===== config.mk =====
export PLATFORM = sky130hd
export DESIGN_NAME = pwm_deadtime
export DESIGN_NICKNAME = d
export VERILOG_FILES = /design/src/rtl/pwm_pkg.sv /design/src/rtl/pwm_deadtime.sv
export SDC_FILE = /design/constraint.sdc
export NUM_CORES = 1
export LEC_CHECK = 0
export BUFFER_PORTS_ARGS = -buffer_cell sky130_fd_sc_hd__buf_2
export CAP_MARGIN = 30
export CORE_MARGIN = 5
export CORE_UTILIZATION = 45
export CTS_CLUSTER_SIZE = 16
export DETAILED_ROUTE_END_ITERATION = 7
export HOLD_SLACK_MARGIN = 0.12
export PLACE_DENSITY = 0.7
export SLEW_MARGIN = 15
export SYNTH_ARGS = -nofsm -noshare
export SYNTH_HDL_FRONTEND = slang
export SYNTH_SLANG_ARGS = --single-unit

===== constraint.sdc =====
create_clock -name clk -period 1.5 [get_ports clk]
set_input_delay 0.3 -clock clk [delete_from_list [all_inputs] [get_ports clk]]
set_output_delay 0.3 -clock clk [all_outputs]
set_load 0.02 [all_outputs]

===== src/rtl/pwm_pkg.sv =====
// Shared definitions for the dead-time PWM driver: FSM state encoding and
// default dead-time parameters.
package pwm_pkg;

  typedef enum logic [2:0] {
    SAFE     = 3'd0,
    LO_ON    = 3'd1,
    DT_TO_HI = 3'd2,
    HI_ON    = 3'd3,
    DT_TO_LO = 3'd4
  } pwm_state_e;

  localparam int PWM_DT_WIDTH = 4;
  localparam int PWM_DT_RESET = 2;

endpackage


===== src/rtl/pwm_deadtime.sv =====
// Complementary high/low-side driver with programmable dead time between edges.
// Optional aborted-dead-time counter enabled by macro PWM_DT_ABORT_CNT_EN.
module pwm_deadtime
  import pwm_pkg::*;
#(
  parameter int DT_WIDTH = PWM_DT_WIDTH,
  parameter int DT_RESET = PWM_DT_RESET
) (
  input  logic                clk,
  input  logic                rst,
  input  logic                ena,
  input  logic                pwm_in,
  input  logic [DT_WIDTH-1:0] dt_in,
  input  logic                dt_wr,
  output logic                hi_out,
  output logic                lo_out,
  output logic [DT_WIDTH-1:0] dt_reg,
  output logic [7:0]          abort_cnt
);

  localparam logic [DT_WIDTH-1:0] CNT_ZERO = {DT_WIDTH{1'b0}};
  localparam logic [DT_WIDTH-1:0] CNT_ONE  = {{(DT_WIDTH-1){1'b0}}, 1'b1};
  localparam logic [DT_WIDTH-1:0] DT_INIT  = DT_WIDTH'(DT_RESET);

  pwm_state_e          state_r;
  pwm_state_e          state_nxt_s;
  logic [DT_WIDTH-1:0] cnt_r;
  logic [DT_WIDTH-1:0] cnt_nxt_s;
  logic                pwm_q;
  logic                dt_zero_s;

  // A zero dead time skips the dead-time states entirely.
  assign dt_zero_s = (dt_reg == CNT_ZERO);

  // Next-state and counter logic; a reversal inside dead time re-targets the opposite side.
  always_comb begin
    state_nxt_s = state_r;
    cnt_nxt_s   = cnt_r;
    if (!ena) begin
      state_nxt_s = SAFE;
      cnt_nxt_s   = CNT_ZERO;
    end else begin
      case (state_r)
        SAFE, LO_ON, HI_ON: begin
          if (pwm_q && (state_r != HI_ON)) begin
            state_nxt_s = dt_zero_s ? HI_ON : DT_TO_HI;
            cnt_nxt_s   = dt_reg;
          end else if (!pwm_q && (state_r != LO_ON)) begin
            state_nxt_s = dt_zero_s ? LO_ON : DT_TO_LO;
            cnt_nxt_s   = dt_reg;
          end else begin
            state_nxt_s = state_r;
          end
        end
        DT_TO_HI: begin
          if (!pwm_q) begin
            state_nxt_s = dt_zero_s ? LO_ON : DT_TO_LO;
            cnt_nxt_s   = dt_reg;
          end else if (cnt_r <= CNT_ONE) begin
            state_nxt_s = HI_ON;
            cnt_nxt_s   = CNT_ZERO;
          end else begin
            cnt_nxt_s   = cnt_r - CNT_ONE;
          end
        end
        DT_TO_LO: begin
          if (pwm_q) begin
            state_nxt_s = dt_zero_s ? HI_ON : DT_TO_HI;
            cnt_nxt_s   = dt_reg;
          end else if (cnt_r <= CNT_ONE) begin
            state_nxt_s = LO_ON;
            cnt_nxt_s   = CNT_ZERO;
          end else begin
            cnt_nxt_s   = cnt_r - CNT_ONE;
          end
        end
        default: begin
          state_nxt_s = SAFE;
          cnt_nxt_s   = CNT_ZERO;
        end
      endcase
    end
  end

  // State, sample stage, counter and dead-time register; counter load sees the old dt_reg.
  always_ff @(posedge clk) begin
    if (rst) begin
      state_r <= SAFE;
      pwm_q   <= 1'b0;
      cnt_r   <= CNT_ZERO;
      dt_reg  <= DT_INIT;
    end else begin
      state_r <= state_nxt_s;
      pwm_q   <= pwm_in;
      cnt_r   <= cnt_nxt_s;
      if (dt_wr) begin
        dt_reg <= dt_in;
      end
    end
  end

  assign hi_out = (state_r == HI_ON);
  assign lo_out = (state_r == LO_ON);

`ifdef PWM_DT_ABORT_CNT_EN
  logic       abort_s;
  logic [7:0] abort_cnt_r;

  // Abort event: sampled PWM reverses while a dead time is still counting.
  always_comb begin
    abort_s = 1'b0;
    if (ena && (((state_r == DT_TO_HI) && !pwm_q) || ((state_r == DT_TO_LO) && pwm_q))) begin
      abort_s = 1'b1;
    end else begin
      abort_s = 1'b0;
    end
  end

  // Saturating abort counter, cleared only by reset.
  always_ff @(posedge clk) begin
    if (rst) begin
      abort_cnt_r <= 8'h00;
    end else if (abort_s && (abort_cnt_r != 8'hFF)) begin
      abort_cnt_r <= abort_cnt_r + 8'h01;
    end
  end

  assign abort_cnt = abort_cnt_r;
`else
  assign abort_cnt = 8'h00;
`endif

endmodule


==> flow_summary_export.csv <==
group,metric,value,unit
cts,cts_root_buffer,"clkbuf_4",
global_route,grt_max_degree,16,
flow_run,maxCapViolCount,0,
floorplan,core_area,1760,um2
yosys,syn_inst,109,
timing,hold_slack,0.233,ns
outcome,status,"finished, violations left",
yosys,ys_seq_area_share,28.1,%
detailed_routing,postRouteAntennaNets,0,
final_layout,num-fill-cells,155,
timing,finalCritPeriodShare,102,%
floorplan,dieArea,2870,um2
timing,finalWorstSetupSlack,-0.0332,ns
final_layout,seq_area,246,um2
critical_path,cp_data_arrival_time,1.75,ns
global_route,grt.total_usage,17.5,%
floorplan,die_w,53.6,um
detailed_routing,viasPerCell,5.61,
detailed_routing,post_drt_wl_per_cell,14.1,um
floorplan,start_util,48.5,%
detailed_routing,route.vias.total,897,
final_layout,area_growth,30.3,%
global_route,grt_pass1_vias,827,
timing,finClkSkew,0.000451,ns
floorplan,rows,15,
critical_path,critPathRequiredTime,1.72,ns
final_layout,fin_nets,147,
cts,cts_max_level,1,
global_route,antenna_found_initial,0,
outcome,violations,"negative setup slack",
timing,max_freq,652,MHz
pwr,irDropWorstVdd,0.000549,V
yosys,syn_area,856,um2
cts,clk_latency,0.27,ns
timing,rsz0062_at_grt,"true",
critical_path,cp-start-kind,"register",
placement,gp_congestion,0.853,
cts,clockBufferDepth,2,
floorplan,die_h,53.6,um
timing,maxSlewViolCount,0,
yosys,synth_cell_types,37,
pwr,cellPowerDensity,765,nW/um2
yosys,yosys_warnings,0,
final_layout,insertedDiodeCount,0,
critical_path,worst-setup-path-type,"register to register",
cts,numCtsBuffers,3,
pwr,leakage,0.000493,uW
detailed_routing,drt-total-wl,2.26,mm
detailed_routing,drt_pass1_iterations,4,
final_layout,mostFrequentLayoutCell,"buf_4",
cts,clk_pin_slew_worst_paths,0.08,ns
hold_path,hp-class,"primary input to register",
final_layout,multiInputGateArea,566,um2
cts,clock_sinks,12,
timing,period_minus_slack,1.53,ns
global_route,grt_overflow,0,
final_layout,layout_common_cells,"15 x buf_4, 13 x buf_2, 12 x a21oi_1",
yosys,avgSynthCellArea,7.85,um2
placement,pre_cts_ws,-0.0850,ns
floorplan,ios,23,
timing,hold_viol,0,
placement,dp.final_hpwl,1.64,mm
critical_path,path_max_fanout,4,
global_route,grt_pass1_wl,3.63,mm
cts,cts_tree,"done",
placement,io_buffers,14,
final_layout,drive_gt1_share,33.3,%
detailed_routing,first_iter_violations,41,
timing,setup_viol,3,
cts,holdBufCountCts,0,
yosys,ys_seq_elements,12,
critical_path,crit_path_end_kind,"register",
detailed_routing,route.detailed.drc,0,
area by class of cell:
cell class	count	share of cell area (%)
timing repair buffer	30	18.0
inverter	8	3.14
sequential	12	22.1
clock buffer	4	3.25
tap	25	2.81
multi-input combinational	81	50.7
final timing paths:
kind | start | to | slack [ns] | depth (start not counted)
setup / recovery | cnt_r[0] | cnt_r[3] | -0.03 | 6
hold / removal | pwm_in | pwm_q | 0.23 | 2
setup reg to reg | cnt_r[0] | cnt_r[3] | -0.03 | 6
hold reg to reg | dt_reg[2] | dt_reg[2] | 0.58 | 2
critical path: stages (launching register included):
cell	delay [ns]
dfxtp_4	0.39
inv_4	0.04
ha_4	0.15
or2_4	0.25
a221oi_4	0.28
a32o_1	0.17
o221a_1	0.19
per-stage QoR:
step | std cells | TNS [ns] | utilization (%) | total power (uW) | cell area (um2)
detailed placement | 152 | -0.242 | 56.5 | 571 | 996
global placement | 152 | -0.0544 | 56.5 | 564 | 996
CTS | 157 | -0.143 | 59.3 | 834 | 1050
global route | 160 | -0.225 | 63.2 | 899 | 1110
floorplan | 116 | 0 | - | 518 | 902
finish | 160 | -0.0753 | 63.2 | 853 | 1110
synth_stat cells (all sizes together):
cell type | count | area share (%)
nand3b | 2 | 1.8
clkbuf | 5 | 2.2
a2bb2oi | 1 | 1.0
nand2 | 4 | 1.8
and4b | 1 | 1.2
xnor2 | 2 | 2.0
and3 | 1 | 0.73
nor4bb | 1 | 1.2
or2 | 1 | 0.73
a31oi | 2 | 1.5
conb | 1 | 0.44
o221a | 3 | 3.9
buf | 10 | 9.2
a21oi | 12 | 7.0
a32oi | 1 | 1.0
a221oi | 1 | 1.8
o211ai | 1 | 0.88
o21ai | 4 | 2.3
inv | 8 | 3.5
nor3 | 8 | 4.7
o22ai | 1 | 0.73
nand3 | 1 | 0.58
ha | 2 | 2.9
xor2 | 1 | 1.0
a211o | 1 | 1.0
nor2 | 7 | 3.1
nand2b | 2 | 1.5
o21bai | 1 | 0.88
or3b | 1 | 1.0
and2 | 1 | 0.73
dfxtp | 12 | 28
nor4 | 1 | 0.73
a32o | 2 | 2.3
o21a | 1 | 0.88
nor2b | 3 | 2.2
mux2i | 3 | 3.5
where the power goes:
group | switching [uW] | leakage (uW) | internal (uW) | total, uW
logic | 130 | 0.000372 | 107 | 237
clock network | 113 | 0.0000210 | 147 | 261
registers | 20.8 | 0.000100 | 334 | 355
total | 264 | 0.000493 | 589 | 853
what timing repair did:
action	CTS	global route
buffers inserted	1	3
pin swaps	6	4
setup endpoints to repair	5	7
resized for setup	5	10
endpoints found under the hold margin	0	0
cells by family after synthesis:
| kind of cell | share of synthesized area (%) |
|---|---|
| and+or+nand+nor | 21.8 |
| AOI/OAI and AO/OA | 25.3 |
| buffers and inverters | 14.9 |
| DFF | 28.1 |
| xor gates and xnor gates | 3.07 |
| muxes | 3.51 |
| adders and majority gates | 2.92 |
| other | 0.438 |
layer usage:
metal / GRT usage [%] / share of wire [%]
met5: 0 / 0
met4: 8.51 / 1.3
met3: 1.94 / 8.3
met2: 30.0 / 48
met1: 21.5 / 43
No activity file was read; power rests on OpenSTA's default activity.
